## config.mk

```make
export PLATFORM = sky130hd
export DESIGN_NAME = dsky_serial_frame_decoder
export DESIGN_NICKNAME = d
export VERILOG_FILES = /design/src/rtl/dsky_serial_frame_decoder.sv
export SDC_FILE = /design/constraint.sdc
export NUM_CORES = 1
export LEC_CHECK = 0
export CORE_MARGIN = 2
export CORE_UTILIZATION = 48
export DETAILED_ROUTE_END_ITERATION = 8
export GPL_ROUTABILITY_DRIVEN = 0
export PLACE_DENSITY_LB_ADDON = 0.08
export SETUP_SLACK_MARGIN = 0.02
export SLEW_MARGIN = 20
export SYNTH_ARGS = -nofsm -noshare
export SYNTH_HDL_FRONTEND = slang
export SYNTH_SLANG_ARGS = --single-unit
```

## constraint.sdc

```tcl
create_clock -name clock -period 2.2 [get_ports clock]
set_input_delay 0.44 -clock clock [delete_from_list [all_inputs] [get_ports clock]]
set_output_delay 0.44 -clock clock [all_outputs]
set_load 0.02 [all_outputs]
```

## src/rtl/dsky_serial_frame_decoder.sv

```systemverilog
// Parses 5-byte [SYNC][ID][HI][LO][CK] frames from the UART byte stream.
// It holds the six 15-bit input registers that the AGC core reads through the IO unit.
module dsky_serial_frame_decoder #(
    parameter int          NUM_REGS       = 6,
    parameter logic [7:0]  SYNC_BYTE      = 8'hA5,
    parameter int          TIMEOUT_CYCLES = 100000
) (
    input  logic        clock,
    input  logic        reset_n,
    input  logic [7:0]  rx_data,
    input  logic        rx_valid,
    output logic [14:0] DSKY_VERB_data,
    output logic [14:0] DSKY_NOUN_data,
    output logic [14:0] AXI_G_data,
    output logic [14:0] AXI_RA_data,
    output logic [14:0] AXI_RB_data,
    output logic [14:0] AXI_ATX_data,
    output logic        update_pulse,
    output logic [2:0]  update_id,
    output logic        frame_err,
    output logic [7:0]  err_count
);

    localparam int            TW           = $clog2(TIMEOUT_CYCLES + 1);
    localparam logic [7:0]    NUM_REGS_B   = 8'(NUM_REGS);
    localparam logic [TW-1:0] TIMEOUT_LAST = TW'(TIMEOUT_CYCLES - 1);

    typedef enum logic [2:0] {
        IDLE,
        GET_ID,
        GET_HI,
        GET_LO,
        GET_CK
    } state_t;

    state_t        state;
    logic [7:0]    id_q;
    logic [7:0]    hi_q;
    logic [7:0]    lo_q;
    logic [TW-1:0] timeout_cnt;

    // Bytes advance the FSM; a stall that runs the gap counter out abandons
    // the frame. Rejections from any state funnel through one local flag so
    // the error pulse and saturating count are updated in a single place.
    always_ff @(posedge clock or negedge reset_n) begin
        logic reject;
        if (!reset_n) begin
            state          <= IDLE;
            id_q           <= '0;
            hi_q           <= '0;
            lo_q           <= '0;
            timeout_cnt    <= '0;
            DSKY_VERB_data <= '0;
            DSKY_NOUN_data <= '0;
            AXI_G_data     <= '0;
            AXI_RA_data    <= '0;
            AXI_RB_data    <= '0;
            AXI_ATX_data   <= '0;
            update_pulse   <= 1'b0;
            update_id      <= '0;
            frame_err      <= 1'b0;
            err_count      <= '0;
        end else begin
            reject       = 1'b0;
            update_pulse <= 1'b0;
            frame_err    <= 1'b0;

            if (rx_valid) begin
                timeout_cnt <= '0;
                case (state)
                    IDLE: begin
                        if (rx_data == SYNC_BYTE)
                            state <= GET_ID;
                    end
                    GET_ID: begin
                        id_q <= rx_data;
                        if (rx_data >= NUM_REGS_B) begin
                            reject = 1'b1;
                            state  <= IDLE;
                        end else begin
                            state <= GET_HI;
                        end
                    end
                    GET_HI: begin
                        hi_q <= rx_data;
                        if (rx_data[7]) begin
                            reject = 1'b1;
                            state  <= IDLE;
                        end else begin
                            state <= GET_LO;
                        end
                    end
                    GET_LO: begin
                        lo_q  <= rx_data;
                        state <= GET_CK;
                    end
                    GET_CK: begin
                        state <= IDLE;
                        if (rx_data == (id_q ^ hi_q ^ lo_q)) begin
                            update_pulse <= 1'b1;
                            update_id    <= id_q[2:0];
                            case (id_q[2:0])
                                3'd0:    DSKY_VERB_data <= {hi_q[6:0], lo_q};
                                3'd1:    DSKY_NOUN_data <= {hi_q[6:0], lo_q};
                                3'd2:    AXI_G_data     <= {hi_q[6:0], lo_q};
                                3'd3:    AXI_RA_data    <= {hi_q[6:0], lo_q};
                                3'd4:    AXI_RB_data    <= {hi_q[6:0], lo_q};
                                3'd5:    AXI_ATX_data   <= {hi_q[6:0], lo_q};
                                default: ;
                            endcase
                        end else begin
                            reject = 1'b1;
                        end
                    end
                    default: state <= IDLE;
                endcase
            end else if (state != IDLE) begin
                if (timeout_cnt == TIMEOUT_LAST) begin
                    reject      = 1'b1;
                    state       <= IDLE;
                    timeout_cnt <= '0;
                end else begin
                    timeout_cnt <= timeout_cnt + 1'b1;
                end
            end

            if (reject) begin
                frame_err <= 1'b1;
                if (err_count != 8'hFF)
                    err_count <= err_count + 1'b1;
            end
        end
    end

endmodule

```

Yosys cells after proc, flatten, opt, wreduce, memory -nomap -nowiden
Cells that the tools add are included.
Widths: inputs -> output; s select.

cells by class
  $add $sub $neg = 2
  magnitude comparators = 1
  equality and inequality tests = 14
  multiplexer cells = 21
  bitwise logic cells = 2
  reduce and logical (&&, ||, !) cells = 17

operator list
  operator               number
  $mux 17                3
  $reduce_and 4->1       6
  $add 17x1->17 const B  1
  $eq 17x17->1 const B   1
  $xor 8x8->8            2
  $eq 3x2->1 const B     4
  $mux 3                 4
  $pmux 3 s4             1
  $mux 1                 10
  $eq 3x3->1 const B     3
  $add 8x1->8 const B    1
  $eq 8x8->1             1
  $eq 8x8->1 const B     1
  $ge 8x3->1 const B     1
  $ne 8x8->1 const B     1
  $reduce_and 2->1       4
  $eq 3x1->1 const B     2
  $logic_not 3->1        2
  $reduce_and 3->1       2
  $mux 2                 2
  $reduce_bool 2->1      2
  $ne 3x3->1 const B     1
  $pmux 1 s3             1
  $reduce_bool 3->1      1

storage, ports and cells
  bits in registers = 147
  input bits = 11
  output and inout port bits = 103
  logic and storage cells = 72

Depth between registers and ports, before layout
  word-level depth = 7
  gate-level depth with buffers = 9
  depth with buffers taken out = 7

Least setup slack after synthesis
No wires, ideal clock.

  path kind = in2reg
  start = input port rx_data[7]
  end = register DSKY_VERB_data[10]
  library setup time = 128 ps
  arrival time = 2139 ps
  data required time = 2072 ps
  setup slack = -67 ps
  stages on the path = 9
  buffers on the path = 3
  cell sequence = buf_2 xor2_1 xnor2_1 nand4_4 nor2_8 and4b_1 buf_4 buf_6 mux2_1

between the ends
  longest elaborated chain between the ends = 2

ends and longest elaborated chain
  element                            line  source
  start, declared                    10    input logic [7:0] rx_data,
  $eq 8x8->1                         99    if (rx_data == (id_q ^ hi_q ^ lo_q)) begin
  $reduce_and 4->1 (no source line)  n/a
  end signal, assigned               103   3'd0: DSKY_VERB_data <= {hi_q[6:0], lo_q};
  end, declared                      12    output logic [14:0] DSKY_VERB_data,

Every way passes these cells.
A chain may end at the register's enable or synchronous reset.

Worst setup path in the final report
  start = register id_q[1]
  end = register DSKY_VERB_data[10]

between the ends
  longest elaborated chain between the ends = 4
  elaborated cells on any way between the ends = 5
  those cells by class = eq/ne (1); bitwise (2); reduce/logical (2)

ends and longest elaborated chain
  element                              line  source
  start, declared                      37    logic [7:0] id_q;
  start signal, assigned               76    id_q <= rx_data;
  $xor 8x8->8 (2 in series)            99
  $eq 8x8->1                           99
  $reduce_and 4->1 (no source line) *  n/a

Mark *: on every way between the ends. The rest lies on a longest branch, timed or not.

==> flow_results.org <==
** Status
- The flow ran to the end, but the final reports show violations.
- Failing checks :: negative setup slack

** Layout
- Total area of multi-input combinational cells :: between 0.002 and 0.003 mm²
- Total area of sequential cells :: 0.003680 mm²
- Of the cells placed in the final design, the portion with a size suffix greater than 1 is 0.3681.
- Number of nets in the finished design :: around 670
- Relative to the synthesized area, the layout overhead comes to 43.85%.
- Fill cells in the final layout number approximately 940.

** Clock tree
- The clock tree synthesis step divided the H-tree into 4 levels.
- Clock tree synthesis found a total of between 100 and 150 sinks.
- TritonCTS created 17 clock buffers.
- CTS clk-pin slew, worst paths :: 60 ps
- Worst-skew pair later-pin latency :: 420 ps
- Buffer levels on the longest clock path :: 2
- Clock tree from TritonCTS :: done
- Buffer cell driving the clock tree root :: clkbuf_16

** Power and ir drop
- Cell internal power was estimated by the tool at around 0.0045 W.
- Switch share :: 0.2215
- Relative contribution of sequential cells to total power :: 0.475
- The analysis attributes to cell leakage a power of about 4.4 nW.
- The analysis attributes to net switching a power of 0.001275 W.
- Power per cell area :: 626.3 mW/mm²
- Combinational share of power :: 0.044
- VDD sags by at most about 0.00043 V.
- Clock group share of total power :: 0.480
- Overall power after layout :: about 0.0058 W

** Floorplan
- Core outline area :: between 0.01 and 0.015 mm²
- I/O Pins :: approximately 110
- The initialized floorplan defines 42 standard-cell rows.
- Initial standard-cell utilization of the core :: 0.4861
- Die ar. :: between 0.01 and 0.015 mm²
- Die Wd :: roughly 120 µm
- The die is ~120 µm tall.

** Worst setup path
- Data arrives at the worst endpoint at ~2500 ps.
- The worst register-to-register path begins at id_q[1].
- The worst setup path is launched from a flop.
- In this run the register-to-register setup slack is -20 ps.
- Required time reported for the critical path endpoint :: between 2000 and 3000 ps
- Worst setup path class :: flop to flop
- The worst setup path is captured at a flop.
- Counting cells, the worst reg-to-reg path comes to 8.
- End of the worst register-to-register path :: DSKY_VERB_data[10]
- Along the worst path, the maximum fanout reaches 6.

** STA
- Tcrit/Tclk final :: 1.007
- Max frequency :: around 450 MHz
- Final Hold Vio Count :: 0
- Post-Route Skew :: between 9 and 10 ps
- Unrepaired setup endpoints after global routing :: true
- The worst pin sits at a relative slew slack of 0.6762.
- Total of endpoints with negative setup slack in the final report :: 6
- Worst Tran Pin Value :: ~480 ps
- Worst setup margin :: -16.36 ps
- The max-slew violation total from the final report was 0.
- Shortest period the worst path allows :: around 2200 ps

** Route
- After detailed routing, the total wire length is about 15000 µm.
- For this block, the via count after detailed routing is between 4000 and 5000.
- Dividing the detail-routed wire length by the instance count gives around 18 µm.
- DRC violations left :: 0
- First-pass iteration count of the detailed router :: 4
- Antenna Nets Post-Route :: 0
- After detailed routing, the number of vias per cell comes to around 5.2.
- After the first detailed-routing iteration, the DRC count stood at roughly 230.

** Placement
- The wire-length estimate of the detail-placed layout is 10600 µm.
- In this run the tool buffered the top-level ports with between 100 and 150 buffer cells.
- Pre-CTS setup slack :: -493.9 ps

** Global routing
- Via count of the first global-routing pass :: about 4600
- Antenna violations before repair :: 2
- Largest net degree at the start of global routing :: 47
- In the global route stage, overall resource usage came out at 0.2203.
- After global routing the overflow that remains totals 0.
- The first global-routing pass estimated about 24000 µm of wire.

** Yosys
- Post-synthesis instance area :: roughly 0.0064 mm²
- In this run the mean area of a mapped cell was between 10 and 15 µm².
- Synthesis produced a netlist whose cell count is about 470.
- Share of flip-flops with an asynchronous set or reset after synthesis :: 1.000
- The Yosys step of the flow raised 0 warnings.
- The share of the Yosys chip area taken by registers is 0.5760.
- In the synthesized netlist the dominant register cell turns out to be dfrtp_1.
- When the netlist entered floorplanning its net count stood at between 400 and 500.
- Post-synth EDFFs :: 0
- In this run, distinct cell masters in the synthesized netlist total 47.
- Synthesis inferred between 100 and 150 register bits.

** Hold path
- Hold Path Depth :: 2
- The startpoint identified for the worst hold timing path is rx_data[4].
- The worst hold path belongs to the class input port to flop.
- Worst min-delay path endpoint :: hi_q[4]

** Run
- Number of maximum-capacitance constraint violations :: 0
## synth_stat cells (all sizes together), types with 2 or more instances
| library cell | number | area share |
|---|---|---|
| buf | 17 | 0.019 |
| nand3 | 17 | 0.013 |
| a211oi | 4 | 0.0047 |
| and4bb | 2 | 0.0039 |
| ha | 2 | 0.0039 |
| and3 | 5 | 0.0049 |
| and4 | 2 | 0.0027 |
| inv | 3 | 0.0018 |
| and3b | 2 | 0.0027 |
| a21oi | 7 | 0.0055 |
| nor4b | 3 | 0.0051 |
| nand4 | 9 | 0.016 |
| o21ai | 12 | 0.0094 |
| nor3 | 6 | 0.0082 |
| dfrtp | 147 | 0.58 |
| o31ai | 2 | 0.0024 |
| mux2 | 120 | 0.21 |
| nor2 | 18 | 0.013 |
| clkbuf | 5 | 0.0029 |
| xnor2 | 22 | 0.030 |
| a311oi | 2 | 0.0027 |
| nand2 | 22 | 0.013 |
| nand4b | 2 | 0.0027 |
| xor2 | 15 | 0.021 |
| or3 | 4 | 0.0039 |
| nor2b | 4 | 0.0039 |
## what timing repair did
| action | in CTS | in global routing |
|---|---|---|
| endpoints found under the setup margin | 96 | 96 |
| hold buffers | 1 | 0 |
| setup buffers | 0 | 2 |
| endpoints found under the hold margin | 36 | 0 |
| gates resized for setup | 10 | 29 |
| gates cloned | 0 | 2 |
| pin swaps | 7 | 24 |
## cell type report
| cell class | instances | area share |
|---|---|---|
| antenna | 2 | 0.0005448 |
| clock buffer | 21 | 0.05121 |
| clock inverter | 11 | 0.01103 |
| inverter | 3 | 0.001226 |
| multi-input combinational | 294 | 0.3014 |
| sequential | 147 | 0.4006 |
| tap | 176 | 0.02397 |
| timing repair buffer | 195 | 0.2100 |
## stage by stage
| step | utilization | TNS [ps] | hold WS, ps | instances | area (µm²) |
|---|---|---|---|---|---|
| final | 0.6992 | -77.46 | 359.2 | 849 | 9186 |
| after floorplan | - | -837.4 | 144.4 | 466 | 6502 |
| after global placement | 0.6352 | -45190 | 377.2 | 810 | 8346 |
| after CTS | 0.6828 | 0 | 493.7 | 843 | 8970 |
| after global routing | 0.6992 | -802.2 | 368.6 | 849 | 9186 |
| after detailed placement | 0.6352 | -44550 | 377.9 | 810 | 8346 |
## layout by cell type (no fill, tap or decap), drive strengths merged, types with 9 or more instances in the layout
cell	Yosys	layout
clkdlybuf4s50	0	104
xor2	15	15
clkbuf	5	23
nand2	22	22
mux2	120	120
o21ai	12	12
nand3	17	17
xnor2	22	22
dfrtp	147	147
nand4	9	9
nor2	18	18
buf	17	80
## cell families after synthesis
kind of cell             synth area share
XOR/XNOR                          0.05074
adder cells (fa/ha/maj)          0.003918
buffers and inverters             0.02371
AO/OA/AOI/OAI                     0.03135
AND/OR/NAND/NOR                    0.1027
multiplexers                       0.2116
flip-flops                         0.5760
## flip-flops by register name (all words and copies together), names as in the netlist
signal / cells
timeout_cnt: 17
AXI_ATX_data: 15
AXI_G_data: 15
AXI_RA_data: 15
AXI_RB_data: 15
DSKY_NOUN_data: 15
DSKY_VERB_data: 15
err_count: 8
hi_q: 8
id_q: 8
lo_q: 8
state: 3
update_id: 3
frame_err: 1
update_pulse: 1
## routing by layer
| metal | up-vias | part of all wire | global-route usage |
|---|---|---|---|
| met5 | - | 0 | 0 |
| met4 | 0 | 0.013 | 0.06397 |
| met3 | 18 | 0.047 | 0.05987 |
| met2 | 106 | 0.49 | 0.3588 |
| met1 | 2255 | 0.45 | 0.2908 |
| li1 | 2057 | - | - |
## critical path, stage by stage, from the launching register on
cell and delay [ps]:
dfrtp_1 410, xnor2_1 270, xnor2_2 180, nand4_4 120, buf_12 150, nor2_8 110, and4b_2 360, clkbuf_16 200
mux2_4 290
## power groups by stage
stage               combinational (W)  sequential [W]  clock [W]
floorplan                   0.0000906         0.00279          0
global placement             0.000239         0.00278          0
detailed placement           0.000242         0.00278          0
CTS                          0.000248         0.00273    0.00281
global route                 0.000281         0.00273    0.00295
finish                       0.000255         0.00273    0.00276
## worst max path at each step
| stage | from | to | slack (ps) |
|---|---|---|---|
| global route | timeout_cnt[12] | err_count[7] | -70 |
| detailed placement | rx_data[1] | AXI_RB_data[6] | -490 |
| finish | id_q[1] | DSKY_VERB_data[10] | -20 |
| global placement | rx_data[1] | AXI_RB_data[1] | -500 |
| floorplan | rx_data[7] | DSKY_VERB_data[0] | -50 |
| CTS | timeout_cnt[8] | err_count[7] | 20 |
(Power assumes the default switching activity.)
